## config.mk

```make
export PLATFORM = sky130hd
export DESIGN_NAME = fft_bfly_ctrl
export DESIGN_NICKNAME = d
export VERILOG_FILES = /design/src/rtl/fft_bfly_ctrl.sv
export SDC_FILE = /design/constraint.sdc
export NUM_CORES = 1
export LEC_CHECK = 0
export ABC_AREA = 0
export CORE_MARGIN = 3
export CORE_UTILIZATION = 34
export CTS_CLUSTER_SIZE = 8
export DETAILED_ROUTE_END_ITERATION = 6
export GPL_ROUTABILITY_DRIVEN = 1
export SLEW_MARGIN = 15
export SYNTH_ARGS = -nofsm -noshare
export SYNTH_HDL_FRONTEND = slang
export SYNTH_SLANG_ARGS = --single-unit
```

## constraint.sdc

```tcl
create_clock -name clk -period 2.9 [get_ports clk]
set_clock_uncertainty 0.1 [all_clocks]
set_input_delay 0.435 -clock clk [delete_from_list [all_inputs] [get_ports clk]]
set_output_delay 0.435 -clock clk [all_outputs]
set_load 0.05 [all_outputs]
```

## src/rtl/fft_bfly_ctrl.sv

```systemverilog
// Radix-2 in-place FFT butterfly sequencer.
// Walks LOG2PTS stages of PTS/2 butterflies. Each butterfly issues one read pair plus a twiddle
// index. The matching write-back pair follows D = BF_LAT + 1 cycles later through a shift
// pipeline. A stage drains its pipeline completely before the next stage issues any read, so
// in-place updates never race.
// Optional feature: define FFT_CTRL_CYCLE_CNT_EN to add a 16-bit cyc_cnt output that counts
// the busy cycles of the most recent pass.
module fft_bfly_ctrl #(
  parameter int unsigned LOG2PTS = 3,
  parameter int unsigned BF_LAT  = 1
) (
  input  logic               clk,
  input  logic               rst,
  input  logic               start,
  output logic               busy,
  output logic               done,
  output logic               rd_en,
  output logic [LOG2PTS-1:0] rd_addr_a,
  output logic [LOG2PTS-1:0] rd_addr_b,
  output logic [LOG2PTS-2:0] tw_idx,
  output logic               wr_en,
  output logic [LOG2PTS-1:0] wr_addr_a,
  output logic [LOG2PTS-1:0] wr_addr_b,
`ifdef FFT_CTRL_CYCLE_CNT_EN
  output logic [15:0]        cyc_cnt,
`endif
  output logic [1:0]         stage
);

  localparam int unsigned PTS  = 1 << LOG2PTS;
  localparam int unsigned HALF = PTS / 2;
  localparam int unsigned D    = BF_LAT + 1;
  localparam int unsigned KW   = LOG2PTS - 1;

  typedef enum logic [1:0] {
    StIdle,
    StRun,
    StDrain
  } state_e;

  state_e         state_q, state_d;
  logic [1:0]     stage_q, stage_d;
  logic [KW-1:0]  k_q, k_d;
  logic [2:0]     dcnt_q, dcnt_d;
  logic           done_q, done_d;

  // Write-back delay line; index D-1 is the oldest entry and drives the write port.
  logic               wr_pipe_en_q [D];
  logic [LOG2PTS-1:0] wr_pipe_a_q  [D];
  logic [LOG2PTS-1:0] wr_pipe_b_q  [D];

  // Butterfly address arithmetic
  logic [LOG2PTS-1:0] k_ext;
  logic [LOG2PTS-1:0] span;
  logic [LOG2PTS-1:0] mask;
  logic [LOG2PTS-1:0] addr_a;
  logic [LOG2PTS-1:0] addr_b;
  logic [KW-1:0]      tw_lo;
  logic [KW-1:0]      tw_val;
  logic [2:0]         hi_shift;
  logic [2:0]         tw_shift;

  // State register: sync reset forces IDLE and clears all counters.
  always_ff @(posedge clk) begin
    if (rst) begin
      state_q <= StIdle;
      stage_q <= '0;
      k_q     <= '0;
      dcnt_q  <= '0;
      done_q  <= 1'b0;
    end else begin
      state_q <= state_d;
      stage_q <= stage_d;
      k_q     <= k_d;
      dcnt_q  <= dcnt_d;
      done_q  <= done_d;
    end
  end

  // Next-state logic: RUN issues HALF butterflies, DRAIN waits D cycles for the last write.
  always_comb begin
    state_d = state_q;
    stage_d = stage_q;
    k_d     = k_q;
    dcnt_d  = dcnt_q;
    done_d  = 1'b0;
    unique case (state_q)
      StIdle: begin
        if (start) begin
          state_d = StRun;
          stage_d = '0;
          k_d     = '0;
          dcnt_d  = '0;
        end
      end
      StRun: begin
        k_d = k_q + 1'b1;
        if (k_q == KW'(HALF - 1)) begin
          state_d = StDrain;
          k_d     = '0;
          dcnt_d  = '0;
        end
      end
      StDrain: begin
        dcnt_d = dcnt_q + 3'd1;
        // dcnt_q == D-1 is the cycle in which the final write of this stage appears.
        if (dcnt_q == 3'(D - 1)) begin
          dcnt_d = '0;
          k_d    = '0;
          if (stage_q == 2'(LOG2PTS - 1)) begin
            state_d = StIdle;
            stage_d = '0;
            done_d  = 1'b1;
          end else begin
            state_d = StRun;
            stage_d = stage_q + 2'd1;
          end
        end
      end
      default: begin
        state_d = StIdle;
      end
    endcase
  end

  // Butterfly k of stage s: a = (k >> s) << (s+1) | (k mod 2^s), b = a + 2^s.
  always_comb begin
    k_ext    = {1'b0, k_q};
    span     = LOG2PTS'(1) << stage_q;
    mask     = span - LOG2PTS'(1);
    hi_shift = {1'b0, stage_q} + 3'd1;
    tw_shift = 3'(KW) - {1'b0, stage_q};
    addr_a   = ((k_ext >> stage_q) << hi_shift) | (k_ext & mask);
    addr_b   = addr_a + span;
    tw_lo    = k_q & mask[KW-1:0];
    tw_val   = tw_lo << tw_shift;
  end

  // Read-side outputs; addresses are forced to zero whenever no read is issued.
  always_comb begin
    busy      = (state_q != StIdle);
    rd_en     = (state_q == StRun);
    done      = done_q;
    stage     = stage_q;
    rd_addr_a = rd_en ? addr_a : '0;
    rd_addr_b = rd_en ? addr_b : '0;
    tw_idx    = rd_en ? tw_val : '0;
  end

  // Write-back shift pipeline; reset flushes in-flight butterflies so their writes never occur.
  always_ff @(posedge clk) begin
    if (rst) begin
      for (int i = 0; i < int'(D); i++) begin
        wr_pipe_en_q[i] <= 1'b0;
        wr_pipe_a_q[i]  <= '0;
        wr_pipe_b_q[i]  <= '0;
      end
    end else begin
      wr_pipe_en_q[0] <= rd_en;
      wr_pipe_a_q[0]  <= rd_addr_a;
      wr_pipe_b_q[0]  <= rd_addr_b;
      for (int i = 1; i < int'(D); i++) begin
        wr_pipe_en_q[i] <= wr_pipe_en_q[i-1];
        wr_pipe_a_q[i]  <= wr_pipe_a_q[i-1];
        wr_pipe_b_q[i]  <= wr_pipe_b_q[i-1];
      end
    end
  end

  // Write-side outputs come straight off the oldest pipeline entry (already zero when idle).
  always_comb begin
    wr_en     = wr_pipe_en_q[D-1];
    wr_addr_a = wr_pipe_a_q[D-1];
    wr_addr_b = wr_pipe_b_q[D-1];
  end

`ifdef FFT_CTRL_CYCLE_CNT_EN
  logic [15:0] cyc_cnt_q;

  // Busy-cycle counter: cleared on an accepted start, held after done.
  always_ff @(posedge clk) begin
    if (rst) begin
      cyc_cnt_q <= '0;
    end else if ((state_q == StIdle) && start) begin
      cyc_cnt_q <= '0;
    end else if (state_q != StIdle) begin
      cyc_cnt_q <= cyc_cnt_q + 16'd1;
    end
  end

  assign cyc_cnt = cyc_cnt_q;
`endif

endmodule

```

Word-level counts from Yosys, hierarchy flattened
Memories as Yosys holds them, arrays and structs flattened.
Cells that the tools add are included.

storage, ports and cells
  bits in registers = 10
  memory bits (writable) = 14
  bits of input ports = 3
  word-level logic and storage cells = 76
  memories kept = 3

memory list
  memory        words  bits a word  read ports  clocked after Yosys merged registers in  write ports  RTL line  text
  wr_pipe_a_q   2      3            2           0                                        2            49        logic [LOG2PTS-1:0] wr_pipe_a_q [D];
  wr_pipe_b_q   2      3            2           0                                        2            50        logic [LOG2PTS-1:0] wr_pipe_b_q [D];
  wr_pipe_en_q  2      1            2           0                                        2            48        logic wr_pipe_en_q [D];

operators by class
  add/subtract/negate cells = 7
  eq/ne operators = 8
  shift-type cells = 4
  muxes and demuxes = 29
  bitwise operators = 11
  reductions and logical operators = 9

operators with widths
  operator               number
  $mux W3                9
  $mux W2                9
  $pmux W2 S3            2
  $reduce_and A3 Y1      4
  $pmux W3 S3            1
  $mux W1                7
  $eq A2 B2 Y1 const B   3
  $or A1 B1 Y1           6
  $add A2 B1 Y2 const B  2
  $ne A2 B2 Y1 const B   2
  $pmux W2 S2            1
  $reduce_bool A2 Y1     2
  $add A2 B1 Y3 const B  1
  $add A3 B1 Y3 const B  1
  $add A3 B3 Y3          1
  $and A2 B3 Y3          1
  $eq A3 B1 Y1 const B   1
  $or A3 B3 Y3           1
  $reduce_bool A3 Y1     1
  $reduce_or A3 Y1       1
  $shl A1 B2 Y3 const A  1
  $shl A2 B3 Y2          1
  $shl A3 B3 Y3          1
  $shr A2 B2 Y3          1
  7 further kinds        8

Depth between registers and ports, before layout
  word-level depth = 7
  depth in mapped cells = 11

Worst setup path before layout
No wires, ideal clock.

  path type = reg-to-output
  from = reg stage_q[0] (netlist: stage[0])
  to = out rd_addr_b[2]
  arrival time = 3.703 ns
  required time = 2.365 ns
  slack = -1.338 ns
  cell stages (with the launch flop) = 12
  cells stage by stage = dfxtp_1 buf_2 inv_1 ha_1 nor3_1 a31oi_1 inv_1 ha_1 fa_1 xor2_1 and4_1 nor3_1

between the ends
  word-level cells in the longest chain between the ends = 6
  elaborated cells on any way between the ends = 9
  classes of those cells = 3 x add/sub; 3 x shift; 1 x mux; 2 x bitwise

RTL lines
  what                    RTL line  text
  start, declared         42        logic [1:0] stage_q, stage_d;
  start signal, assigned  73        stage_q <= stage_d;
  $shl A1 B2 Y3           129       span = LOG2PTS'(1) << stage_q;
  $sub A3 B1 Y3           130       mask = span - LOG2PTS'(1);
  $and A2 B3 Y3           133       addr_a = ((k_ext >> stage_q) << hi_shift) | (k_ext & mask);
  $or A3 B3 Y3            133
  $add A3 B3 Y3 *         134       addr_b = addr_a + span;
  $mux W3 *               146       rd_addr_b = rd_en ? addr_b : '0;
  end, declared           19        output logic [LOG2PTS-1:0] rd_addr_b,

Every way passes the cells marked *; elsewhere a longest branch is shown, timed or not.

Worst setup path in the final report
Same ends and word-level chain as after synthesis.

==> metrics.csv <==
metric,value,unit
setup_violations,1,
p_leak,0.632,nW
grt_pass1_vias,934,
cp-end-kind,output port,
reg2reg_depth,10,
finalWorstSetupSlack,-239,ps
synth_cells,135,
syn_area_per_cell,9.00,um2
finalHoldViolCount,0,
area_growth,36.6,%
die_h,65.8,um
clkSlewWorstSetupHoldPaths,130,ps
synth_commonest_cells,"dfxtp_1, nor2_1, inv_1",
root_buffer,clkbuf_4,
rows,21,
synth_cell_type_count,39,
design_area,0.00166,mm2
portBuffers,22,
post-route-min-period,3140,ps
post-route-drc-count,0,
fin_tns_setup,-239,ps
crit_fanout,6,
track_usage,13.1,%
ys_seq_area_share,39.5,%
drive_above_1_share,25.8,%
n_fill_cell,309,
grt_max_degree,15,
die-area,0.00433,mm2
clock-sinks,24,
synthFlopType,dfxtp_1,
antenna_found_initial,0,
cts.path.max_buffers,2,
synth_area_leaders,"dfxtp_1, ha_1, buf_4",
synth_top_cell_by_area,dfxtp_1,
die_w,65.8,um
gp_congestion,0.869,
timing.slew.headroom,66.6,%
finalCritPeriodShare,108,%
synth_edf_count,0,
dp_hpwl,1910,um
first_pass_iters,4,
crit_arrival,2600,ps
synth_area,0.00121,mm2
cts_max_level,1,
synth_top_area_share,39.5,%
routedWlPerCell,12.1,um
fmax,319,MHz
num_io_pins,23,
holdCritPathClass,register to register,
startpoint_type,register,
vias,990,
async_flop_share,0,%
totalPowerFinal,660,uW
cp.required,2370,ps
vdd_drop_max,0.141,mV
clock_latency,320,ps
tightestPinTransition,500,ps
cts_buffers,3,
core_area,0.00339,mm2
synth_nets,147,
drtAntennaViolNets,0,
status,"finished, violations left",
start_util,35.8,%
holdWs,351,ps
post-place-ws,-23.7,ps
first_iter_violations,32,
synth_seq_cells,24,
cts_tree,done,
grt.overflow.total,0,
finalWirelength,2530,um
diodes,0,
synth_most_common_cell,dfxtp_1,
grt_first_pass_wirelength,4390,um
rsz0062_at_grt,yes,
slew_violations,0,
maxCapViolCount,0,
via_per_inst,4.74,
ys_warn_count,0,
final_nets,176,
powerDensity,398,mW/mm2
crit_type,register to output port,
hold_depth,1,
dpl-instance-area,0.00153,mm2
violations,setup timing,
## power by group
part / total, mW / switching (mW) / internal (mW)
clock network: 0.247 / 0.107 / 0.140
logic: 0.0766 / 0.0467 / 0.0299
registers: 0.337 / 0.00331 / 0.334
total: 0.660 / 0.157 / 0.503
## layout make-up
cell class              instances  area (um2)  share of cell area, %
repair buffers                 35         337                   20.3
well taps                      46        57.6                   3.47
multi-input cells              91         688                   41.5
clock buffers                   3        22.5                   1.36
inverters                       9        36.3                   2.19
flip-flops and latches         24         488                   29.4
clock inverters                 1        30.0                   1.81
## worst paths after layout
path	start	to	slack, ps
worst max-delay path	stage[0]	rd_addr_b[2]	-240
worst min-delay path	wr_pipe_a_q[0][0]	wr_pipe_a_q[0][3]	350
worst max register to register	stage[0]	wr_pipe_b_q[0][2]	580
worst min register to register	wr_pipe_a_q[0][0]	wr_pipe_a_q[0][3]	350
## routing by layer
layer / track usage (%) / vias to the layer above / routed length (um)
met5: 0 / - / 0
met4: 5.18 / 0 / 21
met3: 2.72 / 2 / 95
met2: 20.3 / 19 / 1210
met1: 17.6 / 452 / 1200
li1: - / 517 / -
## worst max-delay path, stage by stage (launching register included)
cell	delay, ps
dfxtp_4	420
inv_4	50
ha_4	260
nor3_2	40
a31oi_1	200
inv_1	80
ha_2	180
fa_2	370
xor2_2	170
and4_4	200
nor3_4	160
buf_12	160
## placed cells by master, fill, tap and decap left out, types with 2 or more instances in the layout
master and count:
a211oi_1 2, a21oi_1 5, a311oi_1 2, a31oi_1 4, and2_1 3, buf_12 3, buf_4 17, clkbuf_4 3
clkdlybuf4s50_1 14, dfxtp_1 22, dfxtp_4 2, ha_1 4, ha_2 3, inv_1 7, nand2_1 6, nand2b_1 5
nand3_1 5, nand3b_1 2, nand4_1 2, nor2_1 12, nor2b_1 8, nor3_1 2, xnor2_1 2
## kinds of logic after synthesis
family | share of synthesized area, %
compound gates | 13.1
xor+xnor | 2.16
fa+ha+maj | 9.89
buf+inv | 8.55
flops | 39.5
mux | 0.824
simple gates | 26.0
## through the flow
stage	utilization, %	instances
2_1_floorplan	-	135
3_3_place_gp	45.3	199
3_5_place_dp	45.3	199
4_1_cts	48.7	208
5_1_grt	48.9	209
6_report	48.9	209
## what timing repair did
| item | in CTS | in global routing |
|---|---|---|
| pin swaps | 4 | 0 |
| gates resized for setup | 10 | 0 |
| endpoints found under the setup margin | 3 | 2 |
| hold buffers | 0 | 0 |
| buffers inserted | 5 | 1 |
## flip-flops by register name, summed over array words and instances (netlist names)
register,cells
state_q,2
dcnt_q,3
stage,2
done,1
k_q,2
wr_pipe_b_q,6
wr_pipe_a_q,6
wr_pipe_en_q,2
Note: power is estimated with default switching activity, not from simulation.
